--- src/rtl/hazard_ctrl.sv ---
// hazard_ctrl
// Interlock and sequencing controller for a five-stage pipeline with no
// forwarding, register-file write in WB and NPC resolved in WB. A 3-slot
// scoreboard (EX, MEM, WB) tracks in-flight instructions. RAW hazards stall
// in ID. Control-flow instructions drain the pipeline before fetch resumes
// at the WB-computed target.
//
// Ports:
//   clk, rst          pipeline clock, synchronous active-high reset
//   id_valid          ID holds a real instruction
//   id_rs/id_rt       source register fields, id_use_rs/id_use_rt qualify them
//   id_wr_en/id_wr_reg destination write enable and resolved destination
//   id_is_ctrl        ID instruction changes NPC
//   pc_en, if_id_en   PC and IF/ID load enables
//   if_id_flush       IF/ID captures a bubble (wins over if_id_en)
//   id_ex_bubble      ID/EX captures a bubble
//   stall_cnt         saturating count of RAW-stall cycles
//   flush_cnt         saturating count of flush cycles outside reset

module hazard_ctrl #(
    parameter int CNT_W = 32
) (
    input  logic             clk,
    input  logic             rst,
    input  logic             id_valid,
    input  logic [4:0]       id_rs,
    input  logic [4:0]       id_rt,
    input  logic             id_use_rs,
    input  logic             id_use_rt,
    input  logic             id_wr_en,
    input  logic [4:0]       id_wr_reg,
    input  logic             id_is_ctrl,
    output logic             pc_en,
    output logic             if_id_en,
    output logic             if_id_flush,
    output logic             id_ex_bubble,
    output logic [CNT_W-1:0] stall_cnt,
    output logic [CNT_W-1:0] flush_cnt
);

    typedef struct packed {
        logic       v;
        logic       wr;
        logic [4:0] rd;
        logic       ctrl;
    } slot_t;

    slot_t ex_q, mem_q, wb_q, ex_d;
    logic [CNT_W-1:0] stall_cnt_q, stall_cnt_d;
    logic [CNT_W-1:0] flush_cnt_q, flush_cnt_d;

    logic raw_hz, ctrl_busy, issue, ctrl_issue, wb_redirect;
    logic pc_en_n, flush_n;

    // r0 is hardwired, so a write to it never creates a dependence.
    function automatic logic slot_hit(input slot_t s, input logic [4:0] r);
        return s.v && s.wr && (s.rd == r) && (r != 5'd0);
    endfunction

    always_comb begin
        // WB still counts: the register file has no write-through.
        raw_hz = id_valid &&
                 ((id_use_rs && (slot_hit(ex_q, id_rs) || slot_hit(mem_q, id_rs) ||
                                 slot_hit(wb_q, id_rs))) ||
                  (id_use_rt && (slot_hit(ex_q, id_rt) || slot_hit(mem_q, id_rt) ||
                                 slot_hit(wb_q, id_rt))));
        ctrl_busy   = (ex_q.v && ex_q.ctrl) || (mem_q.v && mem_q.ctrl) ||
                      (wb_q.v && wb_q.ctrl);
        issue       = id_valid && !raw_hz && !ctrl_busy;
        ctrl_issue  = issue && id_is_ctrl;
        wb_redirect = wb_q.v && wb_q.ctrl;

        // While a control instruction drains, ID is wrong-path, so its RAW
        // state is irrelevant; the WB redirect reopens fetch for the target.
        pc_en_n = (!raw_hz && !ctrl_issue && !ctrl_busy) || wb_redirect;
        flush_n = ctrl_issue || ctrl_busy;

        ex_d = '0;
        if (issue) begin
            ex_d.v    = 1'b1;
            ex_d.wr   = id_wr_en;
            ex_d.rd   = id_wr_reg;
            ex_d.ctrl = id_is_ctrl;
        end

        stall_cnt_d = stall_cnt_q;
        if (raw_hz && !ctrl_busy && (stall_cnt_q != {CNT_W{1'b1}}))
            stall_cnt_d = stall_cnt_q + CNT_W'(1);

        flush_cnt_d = flush_cnt_q;
        if (flush_n && (flush_cnt_q != {CNT_W{1'b1}}))
            flush_cnt_d = flush_cnt_q + CNT_W'(1);

        pc_en        = !rst && pc_en_n;
        if_id_en     = !rst && pc_en_n;
        if_id_flush  = rst || flush_n;
        id_ex_bubble = rst || !issue;
    end

    always_ff @(posedge clk) begin
        if (rst) begin
            ex_q        <= '0;
            mem_q       <= '0;
            wb_q        <= '0;
            stall_cnt_q <= '0;
            flush_cnt_q <= '0;
        end else begin
            ex_q        <= ex_d;
            mem_q       <= ex_q;
            wb_q        <= mem_q;
            stall_cnt_q <= stall_cnt_d;
            flush_cnt_q <= flush_cnt_d;
        end
    end

    assign stall_cnt = stall_cnt_q;
    assign flush_cnt = flush_cnt_q;

endmodule

--- config.mk ---
export PLATFORM = sky130hd
export DESIGN_NAME = hazard_ctrl
export DESIGN_NICKNAME = d
export VERILOG_FILES = /design/src/rtl/hazard_ctrl.sv
export SDC_FILE = /design/constraint.sdc
export NUM_CORES = 1
export LEC_CHECK = 0
export ABC_CLOCK_PERIOD_IN_PS = 3300
export BUFFER_PORTS_ARGS = -buffer_cell sky130_fd_sc_hd__clkbuf_2
export CAP_MARGIN = 40
export CORE_ASPECT_RATIO = 1.4
export CORE_MARGIN = 1
export CORE_UTILIZATION = 55
export DETAILED_ROUTE_END_ITERATION = 6
export PLACE_DENSITY = 0.87
export SYNTH_ARGS = -nofsm -noshare
export SYNTH_HDL_FRONTEND = slang
export SYNTH_SLANG_ARGS = --single-unit
export TNS_END_PERCENT = 10
--- constraint.sdc ---
create_clock -name clk -period 3.3 [get_ports clk]
set_clock_uncertainty 0.05 [all_clocks]
set_input_delay 0.495 -clock clk [delete_from_list [all_inputs] [get_ports clk]]
set_output_delay 0.495 -clock clk [all_outputs]
set_load 0.01 [all_outputs]
==> summary.md <==
| Metric | Value |
|---|---|
| Run status | finished, final reports clean |
| Final setup fails | 0 |
| # IOs | 90 |
| Placed cells | between 600 and 700 |
| Root Driver | clkbuf_8 |
| RSZ-0062 raised after global routing | false |
| Worst-Margin Slew | a little over 700 ps |
| Setup TNS | 0 ps |
| Commonest non-fill, non-tap cells in the layout | clkbuf_2, dfxtp_1, nor2_1 |
| # Post-CTS Setup Buffers | 0 |
| Die width | between 70 and 80 microns |
| Die area | slightly above 8000 sq um |
| Number of warnings printed during yosys synthesis | 0 |
| Syn Inst Count | 495 |
| Crit path max-delay family | simple AND/OR/NAND/NOR gates |
| Worst Hold Class | primary input to flip-flop |
| Largest net degree at the start of global routing | 63 |
| Max-cap viol count | 0 |
| Netlist Area Pre-Place | between 4000 and 5000 sq um |
| Netlist cell types | slightly below 50 |
| Worst vdd ir | approximately 0.0003 V |
| DR WL/cell | roughly 15 microns |
| Clk slew on worst S/H paths | 90 ps |
| Minimum clock period | 2900 ps |
| PortBufs | 89 |
| Violation count after the first detailed-route iteration | 150 |
| CTS tree | done |
| # hold bufs at CTS | 0 |
| Initial antenna violation count | 0 |
| Sink Count | about 90 |
| Vias | approximately 4000 |
| Global-route wire length before repair | approximately 17000 microns |
| Clock buffer depth | 2 |
| WP buf/inv | 2 |
| Slew Limit Headroom | 0.523 |
| Max-slew violation count | 0 |
| P&R area growth vs syn | 16.9% |
| Worst skew pair latency | between 300 and 400 ps |
| Synthesized area per cell | 8.82 sq um |
| Routability congestion estimate | around 0.9 |
| Vias per inst | between 5 and 6 |
| Fin. Hold Viols | 0 |
| Ant. Diodes | 0 |
| CP max FO | 12 |
| Estimated wirelength of the detail-placed design | 7550 microns |
| Detailed Route WL | between 10000 and 15000 microns |
| CTS Buf Count | 9 |
| Layout cells sized above 1 | 0.229 |
| Critical Path Source Type | flip-flop |
| Max stage delay on crit path | around 350 ps |
| Global route overflow | 0 |
| Commonest non-fill, non-tap cell in the layout | clkbuf_2 |
| Tcrit/Tclk final | 0.879 |
| Initial core utilization | 0.567 |
| Vias in the first global route | around 3800 |
| CP max-delay cell | dfxtp_1 |
| Largest cells by area after synthesis | dfxtp_1, xor2_1, nor2b_1 |
| Pwr dens | between 300 and 400 nW/um^2 |
| Crit. End Element | output port |
| Crit path DAT | 2360 ps |
| Residual DRC | 0 |
| Core Rows | 38 |
| Required time worst endpoint | approximately 2800 ps |
| Yosys top cell area share | 0.404 |
| Fmax | 345 MHz |
| Synth Register Bits | a little under 90 |
| Pleak | about 0.0021 uW |
| Pre-antenna DRT Iters | 4 |
| Critical path type | flip-flop to output port |
| Net Count, Synth | just over 500 |
| GR Util All Layers | 0.254 |
| Post-CTS sizing | 0 |
| Largest area contributor in the netlist | dfxtp_1 |
| Critical-path cell list | xor2_1 -> nor4_1 -> nand4_1 -> a31oi_4 -> nor3_4 -> buf_4 -> nand2b_1 -> clkbuf_2 |
| Nets | approximately 600 |
| Post-route insts no fill | roughly 690 |
| Core Area | ~7700 sq um |
| H-tree Lvls | 3 |
| Sequential area share after synthesis | 0.404 |
| Chip height | 107 microns |
| Post-route ant nets | 0 |
==> synthesized netlist by cell type, drive strengths merged <==
cell	number
nor3	14
a22oi	1
a21o	10
or3	11
and4	5
or2	3
nand2	25
o21ai	21
nand2b	1
a31oi	3
inv	17
nand3	31
nor4	8
nor4b	1
nand4	17
and2b	1
nor2b	31
o2111ai	3
a21oi	27
or4	13
dfxtp	88
mux2i	2
ha	2
clkbuf	12
mux2	10
xor2	33
buf	7
nor2	42
and2	10
o31ai	5
and3	12
nor3b	1
xnor2	19
o211ai	9
==> power by group <==
group | switching (uW) | total, uW | internal (uW)
Combinational | 61.9 | 103 | 41.0
Sequential | 11.1 | 1080 | 1070
Clock | 379 | 749 | 370
==> final timing paths <==
kind	from	endpoint	slack, ps	depth (start not counted)
max reg2reg	stall_cnt[3]$_SDFFE_PP0P_	stall_cnt[10]$_SDFFE_PP0P_	500	9
min	id_wr_reg[0]	ex_q[1]$_SDFF_PP0_	280	2
min reg2reg	mem_q[0]$_SDFF_PP0_	wb_q[0]$_SDFF_PP0_	430	1
max	ex_q[2]$_SDFF_PP0_	if_id_flush	400	8
==> sequential cells by signal (all words and copies together) (netlist names) <==
name,count
mem_q,8
stall_cnt,32
wb_q,8
ex_q,8
flush_cnt,32
==> worst reg2reg max path, stage by stage (launching register included) <==
cell	delay (ps)
dfxtp_1	450
nand4_2	190
nor4_4	430
and4_1	340
and4_1	360
and2b_4	250
nor3_2	60
buf_4	160
nand3_1	80
mux2_2	320
==> per-layer routing <==
layer | up-vias | track usage | share of wire
li1 | 1932 | - | -
met1 | 1899 | 0.285 | 0.41
met2 | 145 | 0.449 | 0.51
met3 | 31 | 0.0347 | 0.042
met4 | 0 | 0.162 | 0.036
met5 | - | 0 | 0
==> cell families (layout without fill, tap and decap cells) <==
group / Yosys count / count (layout) / synth area share
DFF: 88 / 88 / 0.404
adders and majority gates: 2 / 2 / 0.00573
buffers and inverters: 36 / 130 / 0.0355
and+or+nand+nor: 226 / 226 / 0.300
AOI/OAI and AO/OA: 79 / 79 / 0.119
muxes: 12 / 12 / 0.0312
xor gates and xnor gates: 52 / 52 / 0.104
==> metrics by stage <==
| stage | setup slack, ps | area [sq um] | hold slack [ps] | util | total power [uW] |
|---|---|---|---|---|---|
| after detailed placement | 255 | 4900 | 411 | 0.637 | 1210 |
| after global routing | 250 | 5100 | 274 | 0.662 | 2010 |
| after floorplan | 674 | 4360 | 389 | - | 1170 |
| after global placement | 282 | 4900 | 395 | 0.637 | 1210 |
| after CTS | 356 | 5100 | 265 | 0.662 | 1950 |
| final | 400 | 5100 | 279 | 0.662 | 1930 |
==> layout make-up <==
cell class,instances,area (sq um)
clock buffer,11,141
clock inverter,5,56.3
fill,640,2600
inverter,17,63.8
multi-input combinational,371,2450
sequential,88,1760
tap,100,125
timing repair buffer,97,505
Power figures use the tool's default switching activity.
